<file path="src/rtl/el_power_accum_if.sv">
// el_power_accum_if: sample/strobe inputs and power outputs of the early/late power correlator
interface el_power_accum_if #(
    parameter int IN_W = 4
);
    logic signed [IN_W-1:0] sample_i;
    logic signed [IN_W-1:0] sample_q;
    logic                   sample_valid;
    logic                   code_e;
    logic                   code_l;
    logic                   dump;
    logic [28:0]            p_e;
    logic [28:0]            p_l;
    logic                   p_valid;
    logic                   sat;

    modport master (
        output sample_i, sample_q, sample_valid, code_e, code_l, dump,
        input  p_e, p_l, p_valid, sat
    );

    modport slave (
        input  sample_i, sample_q, sample_valid, code_e, code_l, dump,
        output p_e, p_l, p_valid, sat
    );
endinterface

</file>
<file path="src/rtl/el_power_accum.sv">
// el_power_accum: early/late integrate-and-dump with a 3-stage shift/clip, square, sum power pipeline
module el_power_accum #(
    parameter int IN_W      = 4,
    parameter int ACC_W     = 18,
    parameter int PWR_SHIFT = 4,
    parameter int SQ_W      = 14
) (
    input  logic               clk,
    input  logic               rst,
    el_power_accum_if.slave    bus
);
    localparam logic signed [ACC_W:0]   AMAX = (ACC_W+1)'(2**(ACC_W-1)-1);
    localparam logic signed [ACC_W:0]   AMIN = -AMAX;
    localparam logic signed [ACC_W-1:0] SMAX = ACC_W'(2**(SQ_W-1)-1);
    localparam logic signed [ACC_W-1:0] SMIN = -SMAX;
    localparam int                      SQW  = 2*SQ_W-2;

    // Index order everywhere: 0=ie, 1=qe, 2=il, 3=ql
    logic signed [ACC_W-1:0] acc_q [4];
    logic signed [ACC_W-1:0] acc_d [4];
    logic signed [ACC_W-1:0] step_v [4];
    logic signed [ACC_W-1:0] cap_q [4];
    logic signed [ACC_W-1:0] sh [4];
    logic signed [ACC_W:0]   ext [4];
    logic signed [ACC_W:0]   sum [4];
    logic signed [SQ_W-1:0]  shv_q [4];
    logic signed [SQ_W-1:0]  shv_d [4];
    logic [SQ_W-2:0]         mag [4];
    logic [SQW-1:0]          sq_q [4];
    logic [SQW-1:0]          sq_d [4];
    logic                    neg [4];
    logic                    sat_acc_q, sat_acc_d, step_sat;
    logic                    cap_v_q, cap_sat_q;
    logic                    sh_v_q, sh_sat_q, sh_sat_d;
    logic                    sq_v_q, sq_sat_q;
    logic [28:0]             p_e_q, p_l_q;
    logic                    p_valid_q, sat_q;

    always_comb begin
        step_sat = 1'b0;
        sh_sat_d = cap_sat_q;
        for (int k = 0; k < 4; k++) begin
            ext[k]    = (ACC_W+1)'(k[0] ? bus.sample_q : bus.sample_i);
            neg[k]    = k[1] ? bus.code_l : bus.code_e;
            sum[k]    = (ACC_W+1)'(acc_q[k]) + (neg[k] ? -ext[k] : ext[k]);
            step_v[k] = ACC_W'(sum[k] > AMAX ? AMAX : sum[k] < AMIN ? AMIN : sum[k]);
            step_sat  = step_sat | (bus.sample_valid & (sum[k] > AMAX | sum[k] < AMIN));
            acc_d[k]  = bus.dump ? '0 : bus.sample_valid ? step_v[k] : acc_q[k];
            sh[k]     = cap_q[k] >>> PWR_SHIFT;
            shv_d[k]  = SQ_W'(sh[k] > SMAX ? SMAX : sh[k] < SMIN ? SMIN : sh[k]);
            sh_sat_d  = sh_sat_d | sh[k] > SMAX | sh[k] < SMIN;
            mag[k]    = (SQ_W-1)'(shv_q[k] < 0 ? -shv_q[k] : shv_q[k]);
            sq_d[k]   = SQW'(mag[k]) * SQW'(mag[k]);
        end
        sat_acc_d = bus.dump ? 1'b0 : sat_acc_q | step_sat;
    end

    always_ff @(posedge clk or posedge rst) begin
        if (rst) begin
            for (int k = 0; k < 4; k++) begin
                acc_q[k] <= '0;
                cap_q[k] <= '0;
                shv_q[k] <= '0;
                sq_q[k]  <= '0;
            end
            sat_acc_q <= 1'b0;
            cap_v_q   <= 1'b0;
            cap_sat_q <= 1'b0;
            sh_v_q    <= 1'b0;
            sh_sat_q  <= 1'b0;
            sq_v_q    <= 1'b0;
            sq_sat_q  <= 1'b0;
            p_e_q     <= '0;
            p_l_q     <= '0;
            p_valid_q <= 1'b0;
            sat_q     <= 1'b0;
        end else begin
            for (int k = 0; k < 4; k++) begin
                acc_q[k] <= acc_d[k];
                cap_q[k] <= bus.dump ? (bus.sample_valid ? step_v[k] : acc_q[k]) : cap_q[k];
                shv_q[k] <= shv_d[k];
                sq_q[k]  <= sq_d[k];
            end
            sat_acc_q <= sat_acc_d;
            cap_v_q   <= bus.dump;
            cap_sat_q <= bus.dump ? sat_acc_q | step_sat : cap_sat_q;
            sh_v_q    <= cap_v_q;
            sh_sat_q  <= sh_sat_d;
            sq_v_q    <= sh_v_q;
            sq_sat_q  <= sh_sat_q;
            p_valid_q <= sq_v_q;
            if (sq_v_q) begin
                p_e_q <= 29'(sq_q[0]) + 29'(sq_q[1]);
                p_l_q <= 29'(sq_q[2]) + 29'(sq_q[3]);
                sat_q <= sq_sat_q;
            end
        end
    end

    assign bus.p_e     = p_e_q;
    assign bus.p_l     = p_l_q;
    assign bus.p_valid = p_valid_q;
    assign bus.sat     = sat_q;
endmodule
</file>
<file path="src/flat_wrapper.sv">
// flat-port wrapper written by rule: the top's interface ports become plain ports
module el_power_accum_flat 
#(
    parameter int IN_W      = 4,
    parameter int ACC_W     = 18,
    parameter int PWR_SHIFT = 4,
    parameter int SQ_W      = 14
)
  (clk, rst, bus_sample_i, bus_sample_q, bus_sample_valid, bus_code_e, bus_code_l, bus_dump, bus_p_e, bus_p_l, bus_p_valid, bus_sat);
  el_power_accum_if #(.IN_W(IN_W)) bus_i ();
  input  logic clk;
  input  logic rst;
  input wire logic [$bits(bus_i.sample_i)-1:0] bus_sample_i;
  input wire logic [$bits(bus_i.sample_q)-1:0] bus_sample_q;
  input wire logic [$bits(bus_i.sample_valid)-1:0] bus_sample_valid;
  input wire logic [$bits(bus_i.code_e)-1:0] bus_code_e;
  input wire logic [$bits(bus_i.code_l)-1:0] bus_code_l;
  input wire logic [$bits(bus_i.dump)-1:0] bus_dump;
  output wire logic [$bits(bus_i.p_e)-1:0] bus_p_e;
  output wire logic [$bits(bus_i.p_l)-1:0] bus_p_l;
  output wire logic [$bits(bus_i.p_valid)-1:0] bus_p_valid;
  output wire logic [$bits(bus_i.sat)-1:0] bus_sat;
  assign bus_i.sample_i = bus_sample_i;
  assign bus_i.sample_q = bus_sample_q;
  assign bus_i.sample_valid = bus_sample_valid;
  assign bus_i.code_e = bus_code_e;
  assign bus_i.code_l = bus_code_l;
  assign bus_i.dump = bus_dump;
  assign bus_p_e = bus_i.p_e;
  assign bus_p_l = bus_i.p_l;
  assign bus_p_valid = bus_i.p_valid;
  assign bus_sat = bus_i.sat;
  el_power_accum #(.IN_W(IN_W), .ACC_W(ACC_W), .PWR_SHIFT(PWR_SHIFT), .SQ_W(SQ_W)) u_core (.clk(clk), .rst(rst), .bus(bus_i));
endmodule
</file>
<file path="config.mk">
export PLATFORM = sky130hd
export DESIGN_NAME = el_power_accum_flat
export DESIGN_NICKNAME = d
export VERILOG_FILES = /design/src/rtl/el_power_accum_if.sv /design/src/rtl/el_power_accum.sv /design/src/flat_wrapper.sv
export SDC_FILE = /design/constraint.sdc
export NUM_CORES = 2
export LEC_CHECK = 0
export BUFFER_PORTS_ARGS = -buffer_cell sky130_fd_sc_hd__buf_2
export CAP_MARGIN = 20
export CORE_UTILIZATION = 59
export DETAILED_ROUTE_END_ITERATION = 8
export PLACE_DENSITY = 0.79
export SLEW_MARGIN = 20
export SYNTH_ARGS = -nofsm -noshare
export SYNTH_HDL_FRONTEND = slang
export SYNTH_SLANG_ARGS = --single-unit
</file>
<file path="constraint.sdc">
create_clock -name clk -period 11.1 [get_ports clk]
set_clock_uncertainty 0.15 [all_clocks]
set_input_delay 1.11 -clock clk [delete_from_list [all_inputs] [get_ports clk]]
set_output_delay 1.11 -clock clk [all_outputs]
set_load 0.005 [all_outputs]
</file>
### After elaboration in Yosys (flattened, before gate mapping)

Index checks and enable logic that the tools add are counted.

* flip-flop bits (word level): 371
* input port bits: 14
* word-level logic and storage cells: 116

* add/sub/neg operators: 12
* multipliers: 4
* magnitude comparators: 20
* muxes and demuxes: 33
* bitwise operators: 20

Operator list (count)
* 18-bit two-way mux: 16
* 14-bit two-way mux: 8
* 13-bit by 13-bit multiplier with 26-bit output: 4
* 18-bit by 19-bit adder with 19-bit output: 4
* 19-bit by 18-bit > comparator with 1-bit output (second input constant): 4
* 19-bit by 18-bit < comparator with 1-bit output (second input constant): 4
* 19-bit two-way mux: 4
* 14-bit > comparator (second input constant): 4
* 14-bit by 1-bit < comparator with 1-bit output (second input constant): 4
* 14-bit < comparator (second input constant): 4
* 26-bit by 26-bit adder with 27-bit output: 2
* 13-bit two-way mux: 4
* 13-bit negation: 4
* 4-bit negation with 19-bit output: 2
* 1-bit bitwise OR: 16
* 1-bit AND: 4
* 1-bit two-way mux: 1

### Longest topological paths before layout

* word-level depth: 11
* mapped depth: 30
* depth with buffers taken out: 29

### Worst setup path before layout

Ideal clock, no wire load.

* path kind: reg-to-reg
* from: register u_core.shv_q[42] in the netlist's numbering
* to: register u_core.sq_q[100] in the netlist's numbering
* library setup time: 0.080 ns
* data arrival time: 7.110 ns
* data required time: 10.870 ns
* path slack: 3.760 ns
* cell stages (with the launch flop): 31
* path buffers: 1
* cells stage by stage: dfrtp_1 clkbuf_1 clkinv_1 ha_1 nand2_1 or2_2 o41ai_1 xor2_1 clkinv_1 nand2_1 inv_1 fa_1 inv_1 fa_1 fa_1 inv_1 fa_1 inv_1 fa_1 inv_1 ha_1 o21a_1 o21a_1 o21ai_0 a21oi_1 o31ai_1 a211oi_1 or3_1 a21o_1 a21oi_1 xnor2_1

RTL lines
* from (decl): RTL line el_power_accum.sv:26 `logic signed [SQ_W-1:0] shv_q [4];`
* from (signal, indexed assignment): RTL line el_power_accum.sv:81 `shv_q[k] <= shv_d[k];`
* to (signal, indexed assignment): RTL line el_power_accum.sv:82 `sq_q[k] <= sq_d[k];`
* to (decl): RTL line el_power_accum.sv:29 `logic [SQW-1:0] sq_q [4];`

==> flow_summary.json <==
{
  "core-area_um2": 62200,
  "rsz0062_at_grt": "no",
  "antenna_cells": 0,
  "ff2ff_path_depth": 25,
  "worst_pin_slew_ps": 993,
  "fp.dieW_um": 254,
  "post-dp-hpwl_mm": 70.2,
  "cap_violations": 0,
  "synth_area_um2": 37400,
  "grt_pass1_wl_mm": 144,
  "die-area_um2": 64400,
  "cts_setup_buffers": 0,
  "syn_inst": 4087,
  "drt_iter0_markers": 2213,
  "dr_total_vias": 28300,
  "clk_pin_slew_ps": 60,
  "critical_path_class": "reg -> reg",
  "rrSetupSlack_ps": 2870,
  "wl_per_cell_um": 17.4,
  "avgSynthCellArea_um2": 9.15,
  "cts_tree": "built",
  "postRouteAntennaNets": 0,
  "arrival_ps": 8520,
  "ys_ff_latch": 347,
  "drc_errors": 0,
  "initial_utilization_pct": 60.2,
  "crit_path_frequent_cell": "fa_1",
  "grt_max_degree": 141,
  "synth_seq_area_share_pct": 23.2,
  "drive_above_1_share_pct": 6.37,
  "worstHoldPathCells": 0,
  "tns_ps": 0,
  "layout.nets": 4944,
  "grt_pass1_vias": 28700,
  "ys_warn_count": 0,
  "max_freq_ghz": 0.121,
  "place.gp.congestion": 0.961,
  "hold_path.startpoint": "u_core.cap_v_q",
  "status": "complete, no violations",
  "endpoint_kind": "register",
  "antenna_found_initial": 0,
  "wl_mm": 86.9,
  "crit_cells": 25,
  "root_buffer": "clkbuf_16",
  "timing.final.crit_share_pct": 74.2,
  "r2r_start": "u_core.shv_q[28]",
  "rows": 91,
  "dominantRegCellSynth": "dfrtp_1",
  "slew_headroom_pct": 33.7,
  "io_pins": 74,
  "cts_buffer_depth": 3,
  "async_flop_share_pct": 100,
  "grt_overflow": 0,
  "setup-violations-final": 0,
  "clock_latency_ps": 570,
  "cp-startpoint": "u_core.shv_q[28]",
  "synth_cell_types": 106,
  "cp_num_buf_inv": 6,
  "holdBufCountCts": 0,
  "cts_htree_levels": 2,
  "clkSinkCount": 347,
  "chipHeight_um": 254,
  "via_per_inst": 5.67,
  "hold_viol": 0,
  "layout_min_cycle_time_ps": 8230,
  "crit_family": "adder cells",
  "track_usage_pct": 28.0,
  "cpPeakStageDelay_ps": 580,
  "maxSlewViolCount": 0,
  "crit_slowest_cell": "xnor2_1",
  "start_kind": "register",
  "post_cts_resized": 0,
  "first_pass_iters": 6,
  "numCtsBuffers": 38,
  "hold_class": "reg -> reg",
  "numPortBuffers": 69,
  "crit_fanout": 9,
  "required_ps": 11380,
  "synth_edf_count": 0,
  "area_delta_synth_final_pct": 6.62
}
## path summary, 6_finish.rpt
kind / endpoint
min: u_core.sh_v_q
max: u_core.sq_q[76]
min in group asynchronous: u_core.acc_q[2]
max reg2reg: u_core.sq_q[76]
min reg2reg: u_core.sh_v_q
max in group asynchronous: u_core.bus.p_l[23]
## cells in the mapped netlist (8+ instances only)
master,count,share of area [%]
a211oi_1,36,0.72
a21o_1,70,1.4
a21oi_1,207,2.8
a21oi_2,9,0.21
a221oi_1,13,0.30
a31oi_1,30,0.50
a41o_1,8,0.21
and2_1,16,0.27
and3_1,16,0.27
clkbuf_1,71,0.71
clkinv_1,15,0.15
dfrtp_1,347,23
fa_1,391,21
ha_1,408,14
inv_1,738,7.4
mux2_2,41,1.2
mux2i_1,14,0.37
nand2_1,300,3.0
nand2b_1,41,0.69
nand3_1,30,0.40
nand4_1,9,0.15
nor2_1,423,4.2
nor2b_1,71,1.2
nor3_1,72,0.96
nor4_1,18,0.30
o211ai_1,10,0.20
o21a_1,39,0.78
o21ai_0,101,1.4
o21ai_1,8,0.11
o21bai_1,22,0.44
o22ai_1,17,0.28
o2bb2ai_1,9,0.21
o31ai_1,24,0.48
o41ai_1,8,0.19
or2_2,19,0.32
or3_1,23,0.38
or4_1,9,0.18
xnor2_1,166,3.9
xor2_1,82,1.9
## cell usage in the layout (no fill, tap or decap), types with 10 or more instances in the layout
cell type | synthesis | layout
ha_1 | 408 | 408
nor2b_1 | 71 | 71
dfrtp_1 | 347 | 346
nor4_1 | 18 | 18
nor2_1 | 423 | 423
o21bai_1 | 22 | 22
and3_1 | 16 | 16
a221oi_1 | 13 | 13
o21a_1 | 39 | 39
xnor2_1 | 166 | 166
mux2i_1 | 14 | 14
a211oi_1 | 36 | 36
a21oi_1 | 207 | 207
nor3_1 | 72 | 72
a31oi_1 | 30 | 30
nand2b_1 | 41 | 41
buf_2 | 4 | 67
buf_4 | 4 | 19
or2_2 | 19 | 19
fa_1 | 391 | 391
mux2_2 | 41 | 41
o22ai_1 | 17 | 17
o21ai_0 | 101 | 101
inv_1 | 738 | 737
nand2_1 | 300 | 300
or3_1 | 23 | 23
nand3_1 | 30 | 30
a21o_1 | 70 | 70
o211ai_1 | 10 | 10
and2_1 | 16 | 16
clkbuf_16 | 0 | 38
xor2_1 | 82 | 82
clkinv_1 | 15 | 15
o31ai_1 | 24 | 24
## logic make-up after synthesis
kind of cell / synth area share, %
compound gates: 12.8
xor+xnor: 5.94
fa+ha+maj: 34.6
buf+inv: 8.57
flops: 23.2
mux: 1.64
other cells: 0.0100
simple gates: 13.3
## metrics by stage
stage / worst slack, ps / utilization [%] / cell area (µm²) / hold slack [ps] / instances
4_1_cts: 2970 / 64.2 / 39900 / 192 / 4995
6_report: 2870 / 64.2 / 39900 / 191 / 4995
2_1_floorplan: 218 / - / 37400 / 181 / 4091
3_3_place_gp: 3070 / 62.1 / 38600 / 182 / 4928
3_5_place_dp: 3030 / 62.1 / 38600 / 187 / 4928
5_1_grt: 2370 / 64.2 / 39900 / 201 / 4995
## layer usage
layer | part of all wire (%) | track usage [%] | up-vias
met5 | 0 | 0 | -
met1 | 43 | 38.0 | 13900
met3 | 6.5 | 3.68 | 142
li1 | - | - | 13400
met2 | 48 | 47.0 | 867
met4 | 2.6 | 7.80 | 0
## sequential cells by signal, summed over array words and instances (netlist names)
| register | flops |
|---|---|
| u_core.bus.p_l | 27 |
| u_core.sq_v_q | 1 |
| u_core.bus.p_valid | 1 |
| u_core.cap_sat_q | 1 |
| u_core.shv_q | 56 |
| u_core.acc_q | 72 |
| u_core.sh_v_q | 1 |
| u_core.bus.sat | 1 |
| u_core.sat_acc_q | 1 |
| u_core.sq_q | 100 |
| u_core.sh_sat_q | 1 |
| u_core.cap_v_q | 1 |
| u_core.sq_sat_q | 1 |
| u_core.cap_q | 56 |
| u_core.bus.p_e | 27 |
## layout make-up
class | count | area [µm²]
clock buffer | 50 | 1060
clock inverter | 17 | 245
fill | 5132 | 22300
inverter | 755 | 2840
multi-input combinational | 2903 | 25500
sequential | 347 | 8680
tap | 837 | 1050
timing repair buffer | 86 | 478
Power is left out: the tool's default activity adds up to more than one toggle a clock period on the data nets, which glitch-free logic cannot reach.
